--- src/rtl/rr_control_merge.sv ---
// N-to-1 control merge: grants one valid input, drives data and index channels eagerly,
// holds the grant until both accept. Define RR_CONTROL_MERGE_ROUND_ROBIN_EN for round-robin, else fixed priority.
module rr_control_merge #(
    parameter  int SIZE        = 2,
    parameter  int DATA_TYPE   = 32,
    localparam int INDEX_WIDTH = ($clog2(SIZE) > 1) ? $clog2(SIZE) : 1
) (
    input  logic                      clk,
    input  logic                      rst,
    input  logic [SIZE*DATA_TYPE-1:0] ins,
    input  logic [SIZE-1:0]           ins_valid,
    output logic [SIZE-1:0]           ins_ready,
    output logic [DATA_TYPE-1:0]      outs,
    output logic                      outs_valid,
    input  logic                      outs_ready,
    output logic [INDEX_WIDTH-1:0]    index,
    output logic                      index_valid,
    input  logic                      index_ready
);
    logic [SIZE-1:0][DATA_TYPE-1:0] ins_arr;
    logic                           locked, done_o, done_i;
    logic [INDEX_WIDTH-1:0]         lock_idx, start, arb_sel, sel;
    logic                           sel_valid, complete;

    assign ins_arr = ins;

`ifdef RR_CONTROL_MERGE_ROUND_ROBIN_EN
    logic [INDEX_WIDTH-1:0] ptr;

    always_ff @(posedge clk or negedge rst) begin
        if (!rst)
            ptr <= '0;
        else if (complete)
            ptr <= (sel == INDEX_WIDTH'(SIZE - 1)) ? '0 : sel + 1'b1;
    end

    assign start = ptr;
`else
    assign start = '0;
`endif

    // Second pass overrides the first: lowest valid at/above start wins, else lowest below it.
    always_comb begin
        arb_sel = '0;
        for (int i = SIZE - 1; i >= 0; i--)
            if (ins_valid[i] && (INDEX_WIDTH'(i) < start)) arb_sel = INDEX_WIDTH'(i);
        for (int i = SIZE - 1; i >= 0; i--)
            if (ins_valid[i] && (INDEX_WIDTH'(i) >= start)) arb_sel = INDEX_WIDTH'(i);
    end

    assign sel       = locked ? lock_idx : arb_sel;
    assign sel_valid = locked ? ins_valid[lock_idx] : |ins_valid;
    assign complete  = rst & sel_valid & (done_o | outs_ready) & (done_i | index_ready);

    assign outs_valid  = rst & sel_valid & ~done_o;
    assign index_valid = rst & sel_valid & ~done_i;
    assign outs        = rst ? ins_arr[sel] : '0;
    assign index       = rst ? sel : '0;

    for (genvar g = 0; g < SIZE; g++) begin : g_ready
        assign ins_ready[g] = complete & (sel == INDEX_WIDTH'(g));
    end

    always_ff @(posedge clk or negedge rst) begin
        if (!rst) begin
            locked   <= 1'b0;
            lock_idx <= '0;
            done_o   <= 1'b0;
            done_i   <= 1'b0;
        end else if (complete) begin
            locked <= 1'b0;
            done_o <= 1'b0;
            done_i <= 1'b0;
        end else if (sel_valid) begin
            locked   <= 1'b1;
            lock_idx <= sel;
            done_o   <= done_o | (outs_valid & outs_ready);
            done_i   <= done_i | (index_valid & index_ready);
        end
    end
endmodule

--- config.mk ---
export PLATFORM = sky130hd
export DESIGN_NAME = rr_control_merge
export DESIGN_NICKNAME = d
export VERILOG_FILES = /design/src/rtl/rr_control_merge.sv
export SDC_FILE = /design/constraint.sdc
export NUM_CORES = 1
export LEC_CHECK = 0
export ABC_AREA = 1
export BUFFER_PORTS_ARGS = -buffer_cell sky130_fd_sc_hd__buf_4
export CAP_MARGIN = 20
export CORE_UTILIZATION = 31
export CTS_CLUSTER_DIAMETER = 200
export DETAILED_ROUTE_END_ITERATION = 16
export GPL_TIMING_DRIVEN = 0
export PLACE_DENSITY = 0.81
export SLEW_MARGIN = 30
export SYNTH_ARGS = -nofsm -noshare
export SYNTH_HDL_FRONTEND = slang
export SYNTH_SLANG_ARGS = --single-unit
export TNS_END_PERCENT = 5
--- constraint.sdc ---
create_clock -name clk -period 1.3 [get_ports clk]
set_input_delay 0.13 -clock clk [delete_from_list [all_inputs] [get_ports clk]]
set_output_delay 0.13 -clock clk [all_outputs]
set_load 0.01 [all_outputs]
==> results of run 1 <==
## layer usage
metal,up-vias,wire length (um),track usage (%)
met5,-,0,0
met4,0,15,4.82
met3,3,363,4.93
met2,58,1460,38.6
met1,530,1090,23.4
li1,678,-,-
## per-stage QoR
stage | instances | hold WS [ns] | setup WS [ns]
after floorplan | 145 | -0.166 | 0.140
after global placement | 279 | -0.0426 | -0.0150
after detailed placement | 279 | -0.0437 | -0.0221
after CTS | 283 | -0.292 | -0.251
after global routing | 283 | -0.288 | -0.355
final | 283 | -0.290 | -0.249
## flip-flops by register name (all words and copies together) (netlist names)
register	flops
done_i	1
done_o	1
lock_idx	1
locked	1
## final cells by class
| class | instances | area share (%) |
|---|---|---|
| Inverter | 9 | 2.42 |
| Multi-Input combinational cell | 123 | 36.0 |
| Tap cell | 28 | 2.06 |
| Buffer | 9 | 5.36 |
| Timing Repair Buffer | 107 | 47.0 |
| Clock buffer | 3 | 1.32 |
| Sequential cell | 4 | 5.87 |
## critical path: stages, from the launching register on
cell and delay (ns):
dfrtp_1 0.40, inv_2 0.09, nand3b_4 0.10, nand2_8 0.13
inv_8 0.06, buf_8 0.14, nor2_1 0.08, nor2_1 0.05
buf_4 0.14
## cells in the mapped netlist, drive strengths merged
library cell / count / area share [%]
nor2: 72 / 38
o21ai: 35 / 22
nand2: 15 / 9.0
inv: 9 / 4.9
buf: 6 / 9.7
dfrtp: 4 / 13
clkbuf: 3 / 1.4
nand3b: 1 / 2.5
## what timing repair did
item	in CTS	in global routing
pin swaps	3	5
cloned	1	0
resized for setup	8	11
hold endpoints to repair	4	4
endpoints found under the setup margin	37	37
## power by group through the flow
stage               combinational [W]  clock [W]  sequential (W)
floorplan                    0.000986          0        0.000211
global placement              0.00164          0        0.000219
detailed placement            0.00165          0        0.000220
CTS                           0.00172   0.000163        0.000223
global route                  0.00193   0.000169        0.000233
finish                        0.00176   0.000158        0.000224
## kinds of logic (layout without fill, tap and decap cells)
group	Yosys count	count (layout)	share of synthesized area, %
simple gates	88	88	49.2
compound gates	35	35	22.2
buf+inv	18	128	16.0
flops	4	4	12.7
## worst max-delay path by stage
| stage | slack (ns) | depth (start not counted) | from | end |
|---|---|---|---|---|
| after detailed placement | -0.02 | 7 | locked | outs[17] |
| after global routing | -0.35 | 7 | locked | outs[5] |
| after CTS | -0.25 | 7 | locked | outs[17] |
| after global placement | -0.02 | 7 | locked | outs[17] |
| final | -0.25 | 8 | locked | outs[25] |
| after floorplan | 0.14 | 6 | locked | outs[12] |
==> flow_metrics.env, run 1 <==
export IMPL_antenna_left=0
export IMPL_synthesis_area_um2=791
export IMPL_r2r_cells=5
export IMPL_root_buffer="clkbuf_4"
export IMPL_worstSetupStartpointType="flop"
export IMPL_clkPwrFrac_pct=7.4
export IMPL_cts_tree="built"
export IMPL_violations="hold timing, setup timing"
export IMPL_netSwitchingPower_w=0.00101
export IMPL_grt_max_degree=12
export IMPL_numPortBuffers=106
export IMPL_antenna_cells=0
export IMPL_fin_total_pwr_w=0.00214
export IMPL_grt_overflow=0
export IMPL_place_hpwl_mm=2.31
export IMPL_drive_above_1_share_pct=56.9
export IMPL_p_leak_nw=0.957
export IMPL_ios=107
export IMPL_clock_latency_ns=0.24
export IMPL_status="finished, violations left"
export IMPL_dr_first_iter_drc_count=24
export IMPL_tightestPinTransition_ns=0.351
export IMPL_hold_viol=4
export IMPL_cts_setup_buffers=0
export IMPL_clkSlewWorstSetupHoldPaths_ns=0.04
export IMPL_syn_inst=145
export IMPL_ff_latch_area_um2=100
export IMPL_fmax_ghz=0.645
export IMPL_htree_levels=1
export IMPL_antenna_found_initial=0
export IMPL_r2r_end="locked"
export IMPL_drt_wl_total_mm=2.92
export IMPL_wire_per_inst_um=10.3
export IMPL_ys_seq_area_share_pct=12.7
export IMPL_grt_usage_pct=20.8
export IMPL_clkSinkCount=4
export IMPL_criticalPathCategory="reg2out"
export IMPL_final_common_cell="buf_4"
export IMPL_maxSlewViolCount=0
export IMPL_tns_ns=-8.01
export IMPL_layout_common_cells="106 x buf_4, 52 x nor2_1, 25 x o21ai_0"
export IMPL_initial_core_util_pct=34.4
export IMPL_synth_warnings=0
export IMPL_syn_num_nets=215
export IMPL_setup_ws_ns=-0.249
export IMPL_dr_pass1_iters=4
export IMPL_slew_limit_headroom_pct=76.6
export IMPL_endpoint_kind="primary output"
export IMPL_hold_class="in2async"
export IMPL_grt_pass1_vias=1061
export IMPL_fp_dieArea_um2=2760
export IMPL_fin_crit_ns=1.55
export IMPL_core_um2=2300
export IMPL_clockBufferDepth=2
export IMPL_required_ns=1.17
export IMPL_place_gp_congestion=0.713
export IMPL_route_detailed_drc=0
export IMPL_cts_buffers=3
export IMPL_ir_drop_uv=1260
export IMPL_fin_area_um2=1700
export IMPL_timing_rr_start="done_i"
export IMPL_fin_skew_ns=0.000559
export IMPL_rsz0062_at_grt="yes"
export IMPL_period_share_pct=119
export IMPL_grt_first_pass_wirelength_mm=4.38
export IMPL_area_growth_pct=116
export IMPL_dpl_cell_area_um2=1620
export IMPL_cap_violations=0
export IMPL_p_sw_share_pct=47.2
export IMPL_yosysUniqueCellTypes=15
export IMPL_viasPerCell=4.48
export IMPL_cp_arrival_ns=1.42
export IMPL_holdWs_ns=-0.290
export IMPL_multi_input_area_um2=613
export IMPL_final_util_pct=74.2
export IMPL_powerDensity_nw_per_um2=1260
export IMPL_fillCellCount=220
export IMPL_rows=17
export IMPL_fin_nets=327
export IMPL_rrSetupSlack_ns=0.18
export IMPL_postSynthAreaPerCell_um2=5.45
export IMPL_power_frac_seq_pct=10.5
export IMPL_crit_path_max_fanout=10
export IMPL_power_internal_w=0.00113
export IMPL_die_h_um=52.5
export IMPL_setup_viol=37
export IMPL_dr_total_vias=1269
export IMPL_die_w_um=52.5
export IMPL_comb_power_share_pct=82.1
export IMPL_ys_ff_latch=4
(Power assumes the default switching activity.)
==> run 2, diff against run 1 <==
Settings changed: CORE_UTILIZATION 31 to 33, PLACE_DENSITY 0.81 to 0.85.
Clock period 1.3 ns to 1.9 ns, I/O delays scaled along.
==> run 2 against run 1 <==
Effect of this change: the run now ends clean; combinational power fell by 36%; setup slack improved by 0.38 ns; non-clock buffer count did not move; die area fell by 5.8%; cell area fell by 2.8%; count of clock-buffer cells in the layout did not move; critical path depth fell by 2; global-route usage rose by 1.2 points.
==> flow_metrics.env, run 2 (synthesis results as in run 1) <==
export IMPL_slew_limit_headroom_pct=78.0
export IMPL_multi_input_area_um2=564
export IMPL_grt_max_degree=12
export IMPL_p_sw_share_pct=46.7
export IMPL_place_hpwl_mm=2.41
export IMPL_setup_viol=0
export IMPL_tightestPinTransition_ns=0.329
export IMPL_use_met3_pct=4.46
export IMPL_fin_nets=327
export IMPL_cts_setup_buffers=0
export IMPL_netSwitchingPower_w=0.000648
export IMPL_fp_dieArea_um2=2600
export IMPL_crit_path_max_fanout=11
export IMPL_clock_latency_ns=0.24
export IMPL_layout_common_cells="106 x buf_4, 61 x nor2_1, 28 x o21ai_0"
export IMPL_clkSlewWorstSetupHoldPaths_ns=0.04
export IMPL_grt_first_pass_wirelength_mm=4.49
export IMPL_antenna_cells=0
export IMPL_grt_overflow=0
export IMPL_ios=107
export IMPL_hold_class="in2reg"
export IMPL_tns_ns=0
export IMPL_core_um2=2230
export IMPL_holdWs_ns=0.294
export IMPL_hold_viol=0
export IMPL_route_detailed_drc=0
export IMPL_setup_ws_ns=0.127
export IMPL_worstPathCellList="dlygate4sd3_1 -> buf_4 -> clkbuf_1 -> o21ai_0 -> nor2_1 -> buf_4"
export IMPL_htree_levels=1
export IMPL_fin_area_um2=1660
export IMPL_dr_first_iter_drc_count=11
export IMPL_maxSlewViolCount=0
export IMPL_die_h_um=51.0
export IMPL_power_frac_seq_pct=10.7
export IMPL_pre_cts_ws_ns=0.526
export IMPL_met1_usage_pct=24.9
export IMPL_ir_drop_uv=677
export IMPL_clkPwrFrac_pct=7.9
export IMPL_numPortBuffers=106
export IMPL_fin_crit_ns=1.77
export IMPL_crit_path_top_delay_cell="dlygate4sd3_1"
export IMPL_fmax_ghz=0.564
export IMPL_dpl_cell_area_um2=1620
export IMPL_area_growth_pct=109
export IMPL_wire_per_inst_um=10.6
export IMPL_cp_arrival_ns=1.58
export IMPL_rsz0062_at_grt="no"
export IMPL_drive_above_1_share_pct=53.3
export IMPL_rows=17
export IMPL_slowest_delay_ns=0.52
export IMPL_viasPerCell=4.53
export IMPL_dr_pass1_iters=6
export IMPL_cts_tree="built"
export IMPL_clkSinkCount=4
export IMPL_grt_usage_pct=22.0
export IMPL_grt_pass1_vias=1047
export IMPL_status="completed"
export IMPL_drt_wl_total_mm=3.01
export IMPL_period_share_pct=93.3
export IMPL_required_ns=1.71
export IMPL_fin_skew_ns=0.00398
export IMPL_ff_latch_area_um2=100
export IMPL_dr_total_vias=1282
export IMPL_final_util_pct=74.2
export IMPL_cap_violations=0
export IMPL_endpoint_kind="primary output"
export IMPL_place_gp_congestion=0.747
export IMPL_clockBufferDepth=2
export IMPL_grt_met2_usage_pct=41.7
export IMPL_criticalPathCategory="in2out"
export IMPL_initial_core_util_pct=35.4
export IMPL_powerDensity_nw_per_um2=838
export IMPL_antenna_found_initial=0
export IMPL_final_common_cell="buf_4"
export IMPL_antenna_left=0
export IMPL_root_buffer="clkbuf_4"
export IMPL_p_leak_nw=0.953
export IMPL_power_internal_w=0.000740
export IMPL_fillCellCount=199
export IMPL_comb_power_share_pct=81.4
export IMPL_cts_buffers=3
export IMPL_grt_busiest_layer="met2"
export IMPL_die_w_um=51.0
export IMPL_worstSetupStartpointType="primary input"
export IMPL_crit_path_frequent_cell="buf_4"
-- run 2: area by class of cell --
type                       count  share of cell area [%]
buffer                         9                    5.44
clock buffer                   3                    1.36
inverter                       9                    2.34
multi-input combinational    123                    34.1
sequential                     4                    6.04
tap                           28                    2.11
timing repair buffer         107                    48.6
-- run 2: power groups by stage --
stage | logic, W | registers (W) | clock network, W
6_report | 0.00113 | 0.000149 | 0.000110
5_1_grt | 0.00124 | 0.000153 | 0.000113
4_1_cts | 0.00114 | 0.000149 | 0.000112
3_5_place_dp | 0.00113 | 0.000150 | 0
3_3_place_gp | 0.00112 | 0.000150 | 0
2_1_floorplan | 0.000675 | 0.000144 | 0
-- run 2: per-stage QoR --
step | power [W] | cells
global placement | 0.00127 | 279
global route | 0.00151 | 283
detailed placement | 0.00128 | 279
finish | 0.00139 | 283
floorplan | 0.000819 | 145
CTS | 0.00140 | 283
-- run 2: path summary, 6_finish.rpt --
path | slack [ns] | from | depth (start not counted) | to
worst max-delay path | 0.13 | rst | 6 | outs[21]
max in group asynchronous | 1.46 | rst | 2 | lock_idx
worst min-delay path | 0.29 | index_ready | 5 | done_i
worst max register to register | 0.79 | done_i | 5 | locked
min in group asynchronous | 0.30 | rst | 2 | done_o
worst min register to register | 0.53 | lock_idx | 2 | lock_idx
-- run 2: per-layer routing --
layer | share of wire, % | wire length (um) | vias to the layer above
li1 | - | - | 674
met1 | 39 | 1180 | 550
met2 | 51 | 1550 | 56
met3 | 9.0 | 270 | 2
met4 | 0.30 | 9 | 0
met5 | 0 | 0 | -
-- run 2: critical path: cells and delay by family --
kind                   cells  cell delay (ns)
and+or+nand+nor            1             0.12
buffers and inverters      4             1.12
AOI/OAI and AO/OA          1             0.14
-- run 2: repair_timing --
| action | CTS | global route |
|---|---|---|
| hold buffers | 1 | 0 |
| gates resized for setup | 0 | 4 |
| hold endpoints to repair | 4 | 0 |
| setup endpoints to repair | 0 | 4 |
